**src/rtl/mult_share_pkg.sv**
```systemverilog
`default_nettype none
// ============================================================================
// Module   : mult_share_pkg
// Purpose  : Shared types and constants for the multiplier-sharing controller.
// Revision : 1.0 - initial release
// ============================================================================
package mult_share_pkg;

  // Controller states, 2-bit encoding
  typedef enum logic [1:0] {
    IDLE  = 2'd0,
    ISSUE = 2'd1,
    DRAIN = 2'd2,
    RESP  = 2'd3
  } state_t;

  // Operand and product widths of the shared multiplier
  localparam int OP_W   = 4;
  localparam int PROD_W = 8;

  // Default watchdog limit per phase (only used when the watchdog is built in)
  localparam int DEFAULT_TIMEOUT_CYCLES = 32;

endpackage : mult_share_pkg
`default_nettype wire

```
**src/rtl/mult_rr_pick.sv**
```systemverilog
`default_nettype none
// ============================================================================
// Module   : mult_rr_pick
// Purpose  : Combinational round-robin picker. Finds the first set request
//            bit searching upward from ptr_i, wrapping at NUM_REQ.
// Revision : 1.0 - initial release
// ============================================================================
module mult_rr_pick
  import mult_share_pkg::*;
#(
  parameter int NUM_REQ = 4,
  parameter int IDX_W   = $clog2(NUM_REQ)
) (
  input  logic [NUM_REQ-1:0] req_i,
  input  logic [IDX_W-1:0]   ptr_i,
  output logic [NUM_REQ-1:0] gnt_o,
  output logic [IDX_W-1:0]   idx_o,
  output logic               valid_o
);

  logic [IDX_W-1:0] cand;

  // Walk the requesters starting at the pointer; the first hit wins
  always_comb begin
    gnt_o   = '0;
    idx_o   = '0;
    valid_o = 1'b0;
    cand    = '0;
    for (int k = 0; k < NUM_REQ; k++) begin
      cand = IDX_W'((int'(ptr_i) + k) % NUM_REQ);
      if (!valid_o && req_i[cand]) begin
        valid_o     = 1'b1;
        gnt_o[cand] = 1'b1;
        idx_o       = cand;
      end
    end
  end

endmodule : mult_rr_pick
`default_nettype wire

```
**src/rtl/mult_share_ctrl.sv**
```systemverilog
`default_nettype none
// ============================================================================
// Module   : mult_share_ctrl
// Purpose  : Round-robin controller sharing one sequential 4x4 signed
//            multiplier among NUM_REQ requesters. Latches the winner's
//            operands, runs the start/done handshake and returns the product
//            with a one-cycle response pulse.
// Options  : MULT_SHARE_TIMEOUT_EN - adds a per-phase watchdog that aborts a
//            stuck multiplier operation with resp_err=1.
// Revision : 1.0 - initial release
// ============================================================================
module mult_share_ctrl
  import mult_share_pkg::*;
#(
  parameter int NUM_REQ        = 4,
  parameter int TIMEOUT_CYCLES = DEFAULT_TIMEOUT_CYCLES
) (
  input  logic                      clock,
  input  logic                      reset,
  input  logic [NUM_REQ-1:0]        req,
  input  logic [OP_W*NUM_REQ-1:0]   a_in,
  input  logic [OP_W*NUM_REQ-1:0]   b_in,
  output logic [NUM_REQ-1:0]        gnt,
  output logic [NUM_REQ-1:0]        resp_valid,
  output logic [PROD_W-1:0]         resp_product,
  output logic                      resp_err,
  output logic                      busy,
  output logic                      mul_start,
  output logic [OP_W-1:0]           mul_a,
  output logic [OP_W-1:0]           mul_b,
  input  logic [PROD_W-1:0]         mul_product,
  input  logic                      mul_done
);

  localparam int IDX_W = $clog2(NUM_REQ);

  state_t              state_q, state_d;
  logic [NUM_REQ-1:0]  gnt_q, gnt_d;
  logic [IDX_W-1:0]    own_q, own_d;
  logic [IDX_W-1:0]    ptr_q, ptr_d;
  logic [OP_W-1:0]     mul_a_q, mul_a_d;
  logic [OP_W-1:0]     mul_b_q, mul_b_d;
  logic [PROD_W-1:0]   prod_q, prod_d;

  logic [NUM_REQ-1:0]  pick_gnt;
  logic [IDX_W-1:0]    pick_idx;
  logic                pick_valid;

`ifdef MULT_SHARE_TIMEOUT_EN
  localparam int CNT_W = $clog2(TIMEOUT_CYCLES + 1);
  logic [CNT_W-1:0]    cnt_q, cnt_d;
  logic                err_q, err_d;
  logic                w_expired;
  assign w_expired = (cnt_q == CNT_W'(TIMEOUT_CYCLES - 1));
`endif

  mult_rr_pick #(
    .NUM_REQ (NUM_REQ),
    .IDX_W   (IDX_W)
  ) u_pick (
    .req_i   (req),
    .ptr_i   (ptr_q),
    .gnt_o   (pick_gnt),
    .idx_o   (pick_idx),
    .valid_o (pick_valid)
  );

  // Next-state logic: grant, handshake with the multiplier, respond
  always_comb begin
    state_d = state_q;
    gnt_d   = gnt_q;
    own_d   = own_q;
    ptr_d   = ptr_q;
    mul_a_d = mul_a_q;
    mul_b_d = mul_b_q;
    prod_d  = prod_q;
`ifdef MULT_SHARE_TIMEOUT_EN
    cnt_d   = cnt_q;
    err_d   = err_q;
`endif
    case (state_q)
      IDLE: begin
        if (pick_valid) begin
          gnt_d   = pick_gnt;
          own_d   = pick_idx;
          mul_a_d = a_in[pick_idx*OP_W +: OP_W];
          mul_b_d = b_in[pick_idx*OP_W +: OP_W];
          state_d = ISSUE;
`ifdef MULT_SHARE_TIMEOUT_EN
          cnt_d   = '0;
          err_d   = 1'b0;
`endif
        end
      end
      ISSUE: begin
        if (mul_done) begin
          prod_d  = mul_product;
          state_d = DRAIN;
`ifdef MULT_SHARE_TIMEOUT_EN
          cnt_d   = '0;
        end else if (w_expired) begin
          prod_d  = '0;
          err_d   = 1'b1;
          state_d = RESP;
          cnt_d   = '0;
        end else begin
          cnt_d   = cnt_q + 1'b1;
`endif
        end
      end
      DRAIN: begin
        if (!mul_done) begin
          state_d = RESP;
`ifdef MULT_SHARE_TIMEOUT_EN
          cnt_d   = '0;
        end else if (w_expired) begin
          prod_d  = '0;
          err_d   = 1'b1;
          state_d = RESP;
          cnt_d   = '0;
        end else begin
          cnt_d   = cnt_q + 1'b1;
`endif
        end
      end
      RESP: begin
        gnt_d   = '0;
        ptr_d   = (own_q == IDX_W'(NUM_REQ - 1)) ? '0 : own_q + 1'b1;
        state_d = IDLE;
      end
      default: state_d = IDLE;
    endcase
  end

  // State and datapath registers, asynchronously cleared
  always_ff @(posedge clock or posedge reset) begin
    if (reset) begin
      state_q <= IDLE;
      gnt_q   <= '0;
      own_q   <= '0;
      ptr_q   <= '0;
      mul_a_q <= '0;
      mul_b_q <= '0;
      prod_q  <= '0;
    end else begin
      state_q <= state_d;
      gnt_q   <= gnt_d;
      own_q   <= own_d;
      ptr_q   <= ptr_d;
      mul_a_q <= mul_a_d;
      mul_b_q <= mul_b_d;
      prod_q  <= prod_d;
    end
  end

`ifdef MULT_SHARE_TIMEOUT_EN
  // Watchdog counter and sticky error flag
  always_ff @(posedge clock or posedge reset) begin
    if (reset) begin
      cnt_q <= '0;
      err_q <= 1'b0;
    end else begin
      cnt_q <= cnt_d;
      err_q <= err_d;
    end
  end
  assign resp_err = err_q;
`else
  // Without the watchdog the error flag can never rise (limit is never negative)
  assign resp_err = (TIMEOUT_CYCLES < 0);
`endif

  assign gnt          = gnt_q;
  assign resp_valid   = (state_q == RESP) ? gnt_q : '0;
  assign resp_product = prod_q;
  assign busy         = (state_q != IDLE);
  assign mul_start    = (state_q == ISSUE);
  assign mul_a        = mul_a_q;
  assign mul_b        = mul_b_q;

endmodule : mult_share_ctrl
`default_nettype wire

```
**config.mk**
```make
export PLATFORM = sky130hd
export DESIGN_NAME = mult_share_ctrl
export DESIGN_NICKNAME = d
export VERILOG_FILES = /design/src/rtl/mult_share_pkg.sv /design/src/rtl/mult_rr_pick.sv /design/src/rtl/mult_share_ctrl.sv
export SDC_FILE = /design/constraint.sdc
export NUM_CORES = 1
export LEC_CHECK = 0
export ABC_CLOCK_PERIOD_IN_PS = 3530
export BUFFER_PORTS_ARGS = -buffer_cell sky130_fd_sc_hd__buf_2
export CAP_MARGIN = 20
export CORE_ASPECT_RATIO = 1.2
export CORE_MARGIN = 2
export CORE_UTILIZATION = 48
export CTS_BUF_LIST = sky130_fd_sc_hd__clkbuf_8 sky130_fd_sc_hd__clkbuf_16
export DETAILED_ROUTE_END_ITERATION = 8
export GPL_TIMING_DRIVEN = 0
export HOLD_SLACK_MARGIN = 0.15
export PLACE_DENSITY = 0.8
export SYNTH_ARGS = -nofsm -noshare
export SYNTH_HDL_FRONTEND = slang
export SYNTH_SLANG_ARGS = --single-unit
```
**constraint.sdc**
```tcl
create_clock -name clock -period 3.53 [get_ports clock]
set_input_delay 0 -clock clock [delete_from_list [all_inputs] [get_ports clock]]
set_output_delay 0 -clock clock [all_outputs]
set_load 0.05 [all_outputs]
```
# ---- Word-level counts from Yosys, hierarchy flattened
# Index checks and enable logic that the tools add are counted.
dict set report classes {
  n_eq_ne 7
  bitwise_logic 3
  reduce_logical 17
  magnitude_cmp 8
  n_mux 36
  n_shift 2
  addsub 4
}
# cell n
set op_table {}
lappend op_table {{$shiftx 16x5->4} 2}
lappend op_table {{$mux 4} 6}
lappend op_table {{$mux 2} 8}
lappend op_table {{$lt 2x3->1 const B} 4}
lappend op_table {{$mux 1} 12}
lappend op_table {{$or 4x4->4} 3}
lappend op_table {{$bmux 1 s2} 4}
lappend op_table {{$demux 1 s2} 4}
lappend op_table {{$ge 2x1->1 const B} 4}
lappend op_table {{$pmux 2 s4} 1}
lappend op_table {{$pmux 4 s2} 1}
lappend op_table {{$logic_and 1x1->1} 7}
lappend op_table {{$eq 2x2->1 const B} 3}
lappend op_table {{$reduce_and 2->1} 3}
lappend op_table {{$add 2x1->2 const B} 2}
lappend op_table {{$add 2x2->2 const B} 2}
lappend op_table {{$ne 2x2->1 const B} 2}
lappend op_table {{$reduce_bool 2->1} 2}
lappend op_table {{$logic_not 1->1} 3}
lappend op_table {{$reduce_and 3->1} 1}
lappend op_table {{$eq 2x1->1 const B} 1}
lappend op_table {{$logic_not 2->1} 1}
lappend op_table {{$ne 2x1->1 const B} 1}
dict set report totals {
  output_inout_bits 27
  wordCells 84
  reg_bits 26
}

# ---- Depth between registers and ports, before layout
# Gate-level depths: netlist (run 1).
dict set report depth {
  ltp_word 14
  ltp_mapped 10
  depth_no_buf 8
}

# ---- By module
# A second synthesis (run 1) with hierarchy kept.
dict set report unflattened {
  hier_cells 161
  area_unflattened_um2 1823.0
}
# module cells_per_inst instances area_each_um2
set by_module_without_submodules {}
lappend by_module_without_submodules {mult_share_ctrl 116 1 1403.8}
lappend by_module_without_submodules {mult_rr_pick 45 1 419.2}

# ---- Worst setup path after synthesis (run 1)
# No wires, ideal clock.
dict set report synth_timing {
  path_type {register to register}
  start {register ptr_q[0]}
  end {register mul_a_q[0], in the netlist mul_a[0]}
  t_arrival_ns 2.418
  t_required_ns 3.382
  slack_ns 0.964
  stages_incl_launch_ff 11
  setup_ns 0.148
  cell_sequence {dfrtp_1 > buf_6 > inv_2 > ha_1 > mux4_2 > nor2b_4 > o21bai_4 > xnor2_4 > buf_12 > mux2i_1 > o221ai_1}
}
dict set report synth_between {
  elab_chain_cells 13
}
# item line_no
set synth_rtl {}
lappend synth_rtl {{start: declaration} mult_share_ctrl.sv:40} ;# logic [IDX_W-1:0] ptr_q, ptr_d;
lappend synth_rtl {{start signal: assignment} mult_share_ctrl.sv:149} ;# ptr_q <= ptr_d;
lappend synth_rtl {{parallel branches: the longest is 13 deep, another holds $add 2x1->2} -}
lappend synth_rtl {{end signal: assignment} mult_share_ctrl.sv:150} ;# mul_a_q <= mul_a_d;
lappend synth_rtl {{end: declaration} mult_share_ctrl.sv:41} ;# logic [OP_W-1:0] mul_a_q, mul_a_d;
# Parallel ways; which one is timed is not known. The select of a mux whose other input is x is not followed.
# A chain may end at the register's enable or synchronous reset.

# ---- Worst setup path in the final report (run 1)
dict set report layout_timing {
  start {register ptr_q[0]}
  end {register mul_a_q[2], in the netlist mul_a[2]}
}
# Same word-level chain as after synthesis.

==> impl_metrics.tcl, run 1 <==
set metrics [dict create \
    worst_ep_arrival_time_ns 3.48 \
    first_global_vias 1880 \
    clkTransAtPathRegs_ns 0.09 \
    worstSetupEndpointType "flip-flop" \
    core_sq_um 3600 \
    min_path_type "input pin to async pin" \
    synth_top_area_cell "dfrtp_1" \
    tightest_slew_ns 0.711 \
    syn2layout_area_growth_pct 52.5 \
    async_reset_ff_frac 1.00 \
    ys_types 38 \
    period_share 0.957 \
    antenna_found_initial 0 \
    synthMuxAreaShare 0.181 \
    clockBufferDepth 2 \
    synth_adder_area_share 0.0976 \
    io_pins 74 \
    worst_slack_ns 0.150 \
    criticalPathCategory "flip-flop to flip-flop" \
    crit_slowest_cell "dlygate4sd3_1" \
    cap_violations 0 \
    path_delay_family "buffers and inverters" \
    drv_slew 0 \
    post-synth-top-count-cell "dfrtp_1" \
    clock.fmax_mhz 296 \
    ys_ff_latch 26 \
    htreeDepth 1 \
    ir_drop_uv 791 \
    detailedPlace.worstSlack_ns 0.596 \
    die_area_sq_um 4250 \
    synth_area_sq_um 1800 \
    drt_iter0_markers 132 \
    dpl.hpwl_um 2950 \
    gp_congestion 0.757 \
    cpPeakStageDelay_ns 0.60 \
    tns_ns 0 \
    drc_errors 0 \
    grt_setup_unrepaired "no" \
    drive_above_1_share 0.359 \
    drt-total-wl_um 6010 \
    clockRootBuffer "clkbuf_8" \
    path_buf_inv 4 \
    cts-buffers-inserted 3 \
    synth-main-ff-cell "dfrtp_1" \
    port_buffers 70 \
    crit_fanout 12 \
    wl_per_cell_um 18.3 \
    grt_overflow 0 \
    clock_latency_ns 0.26 \
    ys_seq_area_frac 0.362 \
    required_ns 3.63 \
    synth_top_family_by_area "multiplexers" \
    hold_viol_final 0 \
    skew_ns 0.00529 \
    firstDrtPassIters 5 \
    synth_warnings 0 \
    status "finished, final reports clean" \
    slew_headroom 0.523 \
    netlist_top_cells_count "dfrtp_1 (26), nand2_1 (20), mux2i_1 (19)" \
    cp_cell_sequence "buf_6, inv_4, ha_4, mux4_2, nor2b_4, o21bai_4, xnor2_4, buf_4, mux2i_1, dlygate4sd3_1, o221ai_1" \
    grt_usage 0.265 \
    cellPowerDensity_nw_per_um2 1030 \
    synth_top_area_share 0.362 \
    grt_max_degree 27 \
    synthSimpleGateAreaFrac 0.112 \
    die_w_um 59.8 \
    grt_pass1_wl_um 8640 \
    synth_area_leaders "dfrtp_1 (36%), mux2i_1 (11%), ha_1 (9.8%)" \
    postSynthCellCount 169 \
    setup_viol 0 \
    synth-edff-count 0 \
    die_y_um 71.0 \
    num_rows 24 \
    synthXorXnorAreaFrac 0.0153 \
    p_leak_nw 1.38 \
    cts_num_sinks 26 \
    vias_per_cell 5.77 \
    nets 353 \
    synth_compound_area_frac 0.174 \
    initial_utilization 0.498 \
    dr_total_vias 1899 \
    period_needed_ns 3.38 \
    postSynthAreaPerCell_sq_um 10.6 \
    ant_nets 0 \
    critPathLaunchType "flip-flop" \
    cts_tree "yes" \
    diodes 0 \
    syn_nets 230 \
]
-- flip-flops by register name, indices dropped and copies added, names as in the netlist --
| name | count |
|---|---|
| mul_b | 4 |
| ptr_q | 2 |
| mul_a | 4 |
| state_q | 2 |
| resp_product | 8 |
| own_q | 2 |
| gnt | 4 |
-- area by class of cell --
| class | instances | area (sq um) |
|---|---|---|
| multi-input combinational | 128 | 1060 |
| fill | 212 | 866 |
| timing repair buffer | 118 | 836 |
| sequential | 26 | 652 |
| buffer | 6 | 65.1 |
| tap | 39 | 48.8 |
| clock buffer | 3 | 41.3 |
| inverter | 9 | 36.3 |
-- worst min-delay path, stage by stage --
cell	delay, ns
dlygate4sd3_1	0.53
buf_2	0.12
inv_1	0.22
-- per-stage QoR --
step	util	hold slack [ns]	total power [W]	instance area (sq um)	instances
after global routing	0.760	0.239	0.00296	2740	329
after CTS	0.737	0.318	0.00257	2660	323
after floorplan	-	0.0400	0.00189	1800	169
after detailed placement	0.609	0.237	0.00222	2190	278
after global placement	0.609	0.231	0.00220	2190	278
final	0.760	0.212	0.00282	2740	329
-- layer usage --
| metal | part of all wire | vias up | GRT usage |
|---|---|---|---|
| li1 | - | 864 | - |
| met1 | 0.37 | 891 | 0.307 |
| met2 | 0.50 | 110 | 0.449 |
| met3 | 0.064 | 34 | 0.0420 |
| met4 | 0.062 | 0 | 0.153 |
| met5 | 0 | - | 0 |
-- cells in the final DEF (no fill, tap or decap), types with 8 or more instances in the layout --
| cell | count |
|---|---|
| o21ai_0 | 10 |
| nor2_1 | 9 |
| mux2_2 | 8 |
| inv_1 | 8 |
| o221ai_1 | 8 |
| buf_2 | 70 |
| nand2_1 | 20 |
| dfrtp_1 | 25 |
| mux2i_1 | 19 |
| ha_1 | 13 |
| dlygate4sd3_1 | 42 |
-- final timing paths --
path	cells after the start	slack, ns	from	to
setup / recovery	11	0.15	ptr_q[0]$_DFFE_PP0P_	mul_a[2]$_DFFE_PP0P_
hold / removal	3	0.21	reset	gnt[2]$_DFFE_PP0P_
setup reg to reg	11	0.15	ptr_q[0]$_DFFE_PP0P_	mul_a[2]$_DFFE_PP0P_
hold reg to reg	2	0.51	gnt[3]$_DFFE_PP0P_	gnt[3]$_DFFE_PP0P_
max in group asynchronous	4	2.92	reset	ptr_q[1]$_DFFE_PP0P_
min in group clock	4	0.38	req[3]	gnt[3]$_DFFE_PP0P_
-- what timing repair did --
item,CTS,global route
endpoints found under the hold margin,43,0
buffers inserted,0,5
hold buffers,42,0
gates resized for setup,0,5
setup endpoints to repair,0,8
-- cell families (layout without fill, tap and decap cells) --
kind of cell	Yosys count	count (layout)
adders and majority gates	14	14
muxes	29	29
xor gates and xnor gates	1	1
DFF	26	26
AOI/OAI and AO/OA	41	41
buffers and inverters	15	136
other	1	1
and+or+nand+nor	42	42
-- report_power, final --
group	switching, W	total [W]	internal, W
sequential	0.000109	0.000552	0.000443
clock	0.0000878	0.000164	0.0000763
combinational	0.00122	0.00210	0.000883
Power figures use the tool's default switching activity.
==> run 2: changes to the inputs <==
CORE_MARGIN = not set   (was 2)
GPL_TIMING_DRIVEN = not set   (was 0)
MAX_ROUTING_LAYER = met4   (was not set)
==> run 2 against run 1 <==
  * The flow now finishes with violations (DRC)
  * Sequential share of layout area is 0.42 points higher
  * Clock-buffer cell count is 1 higher
  * Die area is 6.1% lower
  * Final cell count is 1.2% lower
  * Core utilization is 2.1 points higher
  * Global-route usage is 2.6 points higher
  * First-iteration DRC count is 24% lower
  * Critical path type unchanged
  * Critical endpoint is now mul_b[2]$_DFFE_PP0P_
  * Largest power group unchanged
==> impl_metrics.tcl, run 2 (same netlist as run 1, synthesis figures left out) <==
set metrics [dict create \
    status "finished with violations" \
    violations "DRC" \
    ir_drop_uv 604 \
    clockBufferDepth 2 \
    dr_total_vias 1854 \
    cts_tree "yes" \
    p_sw_w 0.00137 \
    finalHoldWorstSlack_ns 0.197 \
    drc_errors 2 \
    core_sq_um 3450 \
    tns_ns 0 \
    htreeDepth 1 \
    nFillCells 197 \
    grt_setup_unrepaired "no" \
    grt_usage 0.291 \
    drive_above_1_share 0.355 \
    mostFrequentLayoutCells "buf_2 (72), dlygate4sd3_1 (42), dfrtp_1 (24)" \
    startpoint "ptr_q[0]$_DFFE_PP0P_" \
    syn2layout_area_growth_pct 50.1 \
    cts_num_sinks 26 \
    skew_ns 0.00627 \
    criticalPathCategory "flip-flop to flip-flop" \
    stdcell_area_sq_um 2700 \
    drt-total-wl_um 5830 \
    worst_ep_arrival_time_ns 3.43 \
    p_int_w 0.00132 \
    die_area_sq_um 3990 \
    path_delay_family "buffers and inverters" \
    p_leak_nw 1.37 \
    ant_nets 0 \
    crit_fanout 15 \
    die_y_um 69.0 \
    utilization 0.780 \
    initial_utilization 0.520 \
    crit_slowest_cell "dlygate4sd3_1" \
    cpPeakStageDelay_ns 0.57 \
    clockRootBuffer "clkbuf_8" \
    die_w_um 57.8 \
    antenna_found_initial 0 \
    top_usage_layer "met2" \
    min_path_type "input pin to async pin" \
    clock_latency_ns 0.27 \
    worstSetupEndpointType "flip-flop" \
    cp_cell_sequence "inv_2, ha_1, mux4_2, nor2b_4, o21bai_4, xnor2_4, buf_12, mux2i_1, dlygate4sd3_1, o221ai_1" \
    setup_viol 0 \
    drv_slew 0 \
    gp_congestion 0.866 \
    swShare 0.509 \
    cts-buffers-inserted 3 \
    clkTransAtPathRegs_ns 0.10 \
    use_met3 0.0280 \
    cap_violations 0 \
    hold_viol_final 0 \
    comb_power_share 0.717 \
    slew_headroom 0.485 \
    nets 349 \
    largest_reg_flops 8 \
    path_buf_inv 3 \
    power_frac_clock 0.074 \
    required_ns 3.64 \
    cellPowerDensity_nw_per_um2 995 \
    use_met1 0.333 \
    r2r_start "ptr_q[0]$_DFFE_PP0P_" \
    globalRouteMet2Util 0.519 \
    clock.fmax_mhz 301 \
    dpl.cell_count 272 \
    tightest_slew_ns 0.768 \
    first_global_vias 1855 \
    firstDrtPassIters 6 \
    port_buffers 72 \
    grt_overflow 0 \
    dpl.hpwl_um 3040 \
    layout.cells.non_filler 325 \
    vias_per_cell 5.70 \
    wl_per_cell_um 17.9 \
    period_needed_ns 3.32 \
    seqPwrFrac 0.209 \
    io_pins 74 \
    layout_commonest_cell "buf_2" \
    critPathLaunchType "flip-flop" \
    period_share 0.941 \
    place_area_sq_um 2140 \
    grt_pass1_wl_um 8530 \
    num_rows 23 \
    drt_iter0_markers 100 \
    grt_max_degree 27 \
]
[run 2: metal layers]
metal	wire, um	vias up
met2	3190	74
met5	0	-
met1	2210	904
li1	-	860
met3	262	16
met4	155	0
[run 2: stage by stage]
step	setup slack [ns]	power, W
after floorplan	0.964	0.00189
after global placement	0.668	0.00211
after detailed placement	0.532	0.00215
after CTS	0.0317	0.00245
after global routing	0.0857	0.00283
final	0.209	0.00268
[run 2: final cells by class]
class	instances	area (sq um)	area share
Timing Repair Buffer	120	858	0.318
Sequential cell	26	653	0.242
Antenna cell	1	2.50	0.000929
Clock buffer	4	55.1	0.0204
Multi-Input combinational cell	128	1050	0.388
Tap cell	37	46.3	0.0172
Inverter	9	33.8	0.0125
[run 2: power groups by stage]
| stage | registers, W | logic, W | clock network [W] |
|---|---|---|---|
| 2_1_floorplan | 0.000892 | 0.000998 | 0 |
| 3_3_place_gp | 0.000548 | 0.00156 | 0 |
| 3_5_place_dp | 0.000549 | 0.00160 | 0 |
| 4_1_cts | 0.000544 | 0.00171 | 0.000195 |
| 5_1_grt | 0.000577 | 0.00204 | 0.000214 |
| 6_report | 0.000561 | 0.00192 | 0.000198 |
[run 2: path summary, 6_finish.rpt]
check / to / slack, ns / cells after the start
min in group clock: gnt[3]$_DFFE_PP0P_ / 0.45 / 4
setup reg to reg: mul_b[2]$_DFFE_PP0P_ / 0.21 / 10
max in group asynchronous: ptr_q[1]$_DFFE_PP0P_ / 2.93 / 4
hold reg to reg: resp_product[3]$_DFFE_PP0P_ / 0.51 / 1
setup / recovery: mul_b[2]$_DFFE_PP0P_ / 0.21 / 10
hold / removal: gnt[3]$_DFFE_PP0P_ / 0.20 / 3
[run 2: timing repair]
action	4_1_cts	5_1_grt
gates resized for setup	0	2
setup endpoints to repair	0	5
hold buffers	42	0
setup buffers	0	5
endpoints found under the hold margin	44	0
[run 2: tightest hold or removal path: stages]
cell and delay, ns:
dlygate4sd3_1 0.53, buf_2 0.12, inv_1 0.21
==> run 3: changes to the inputs <==
CORE_UTILIZATION = 40   (was 48)
PLACE_DENSITY = 0.68   (was 0.8)
==> run 3 against run 2 <==
  * The run now ends clean
  * Critical endpoint is now mul_a[3]$_DFFE_PP0P_
  * Global-route usage decreased by 8.0 points
  * Sequential power decreased by 5.0%
  * Clock power increased by 24%
  * Critical path type unchanged
  * Via count decreased by 4.3%
  * Flip-flop and latch count unchanged
  * Wire length decreased by 15%
  * Clock-buffer cell count decreased by 1
  * Combinational power decreased by 4%
==> impl_metrics.tcl, run 3 (same netlist as run 1, synthesis figures left out) <==
set metrics [dict create \
    htreeDepth 1 \
    clockBufferDepth 2 \
    dr_total_vias 1775 \
    clockRootBuffer "clkbuf_8" \
    r2r-end "mul_a[3]$_DFFE_PP0P_" \
    p_leak_nw 1.38 \
    die_y_um 75.4 \
    hold_viol_final 0 \
    power_frac_clock 0.094 \
    grt_max_degree 27 \
    worst_ep_arrival_time_ns 3.40 \
    critPathLaunchType "flip-flop" \
    period_needed_ns 3.27 \
    skew_ns 0.00364 \
    die_area_sq_um 4760 \
    vias_per_cell 5.14 \
    layout_commonest_cell "buf_2" \
    largest_reg_flops 8 \
    criticalPathCategory "flip-flop to flip-flop" \
    seqPwrFrac 0.204 \
    min_path_type "input pin to async pin" \
    cts-buffers-inserted 3 \
    mostFrequentLayoutCells "buf_2 (72), dlygate4sd3_1 (42), dfrtp_1 (24)" \
    utilization 0.635 \
    p_int_w 0.00133 \
    nets 351 \
    clock_latency_ns 0.27 \
    drc_errors 0 \
    reg2reg_slack_ns 0.26 \
    rr_worst_depth 10 \
    grt_overflow 0 \
    crit_fanout 17 \
    drt_iter0_markers 83 \
    clock.fmax_mhz 305 \
    firstDrtPassIters 4 \
    drt-total-wl_um 4980 \
    cts_tree "yes" \
    drive_above_1_share 0.363 \
    setup_viol 0 \
    worstSetupEndpointType "flip-flop" \
    dpl.hpwl_um 3020 \
    cellPowerDensity_nw_per_um2 959 \
    first_global_vias 1682 \
    die_w_um 63.2 \
    tightest_slew_ns 0.690 \
    comb_power_share 0.702 \
    grt_pass1_wl_um 7600 \
    grt_setup_unrepaired "no" \
    cts_num_sinks 26 \
    gp_congestion 0.777 \
    clkTransAtPathRegs_ns 0.09 \
    swShare 0.493 \
    drv_slew 0 \
    core_sq_um 4290 \
    initial_utilization 0.418 \
    p_sw_w 0.00129 \
    wl_per_cell_um 14.4 \
    num_rows 26 \
    ir_drop_uv 691 \
    io_pins 74 \
    stdcell_area_sq_um 2730 \
    ant_nets 0 \
    status "finished, final reports clean" \
    slew_headroom 0.537 \
    diodes 0 \
    required_ns 3.65 \
    cap_violations 0 \
    place_area_sq_um 2170 \
    tns_ns 0 \
    syn2layout_area_growth_pct 52.0 \
    grt_usage 0.211 \
    period_share 0.928 \
    antenna_found_initial 0 \
    port_buffers 72 \
    r2r_start "ptr_q[0]$_DFFE_PP0P_" \
]
[run 3: worst max-delay path by stage]
| stage | start | endpoint | slack, ns | cells after the start |
|---|---|---|---|---|
| 2_1_floorplan | ptr_q[0]$_DFFE_PP0P_ | mul_a[0]$_DFFE_PP0P_ | 0.96 | 10 |
| 3_3_place_gp | ptr_q[0]$_DFFE_PP0P_ | mul_b[3]$_DFFE_PP0P_ | 0.67 | 9 |
| 3_5_place_dp | ptr_q[0]$_DFFE_PP0P_ | mul_b[3]$_DFFE_PP0P_ | 0.55 | 9 |
| 4_1_cts | ptr_q[0]$_DFFE_PP0P_ | mul_b[3]$_DFFE_PP0P_ | 0.03 | 10 |
| 5_1_grt | ptr_q[0]$_DFFE_PP0P_ | mul_a[3]$_DFFE_PP0P_ | 0.03 | 10 |
| 6_report | ptr_q[0]$_DFFE_PP0P_ | mul_a[3]$_DFFE_PP0P_ | 0.26 | 10 |
[run 3: final cells by class]
cell class	count	area (sq um)
fillers	358	1570
multi-input cells	128	1050
repair buffers	122	852
flip-flops and latches	26	653
well taps	56	70.1
clock buffers	3	41.3
inverters	9	33.8
clock inverters	1	30.0
[run 3: worst max-delay path, stage by stage, from the launching register on]
cell	delay [ns]
dfrtp_2	0.45
inv_2	0.24
ha_2	0.38
mux4_2	0.38
nor2b_4	0.19
o21bai_4	0.16
xnor2_4	0.13
buf_6	0.24
mux2i_1	0.26
dlygate4sd3_1	0.59
o221ai_1	0.11
[run 3: metrics by stage]
stage	power, W	instances	hold WS (ns)	setup slack, ns
floorplan	0.00189	169	0.0400	0.964
global placement	0.00214	292	0.231	0.671
detailed placement	0.00216	292	0.236	0.551
CTS	0.00253	338	0.482	0.0334
global route	0.00278	345	0.323	0.0342
finish	0.00262	345	0.296	0.255
[run 3: repair_timing]
action	4_1_cts	5_1_grt
endpoints found under the hold margin	44	0
hold buffers	42	0
setup endpoints to repair	0	6
gates resized for setup	0	4
setup buffers	0	6
[run 3: power by group through the flow]
stage          Sequential, W  Clock [W]  Combinational (W)
2_1_floorplan       0.000892          0           0.000998
3_3_place_gp        0.000551          0            0.00159
3_5_place_dp        0.000551          0            0.00161
4_1_cts             0.000549   0.000250            0.00173
5_1_grt             0.000551   0.000256            0.00197
6_report            0.000533   0.000245            0.00184
[run 3: layer usage]
layer,vias to the layer above,track usage,part of all wire
li1,857,-,-
met1,858,0.245,0.41
met2,48,0.369,0.54
met3,12,0.0254,0.030
met4,0,0.0956,0.024
met5,-,-,0
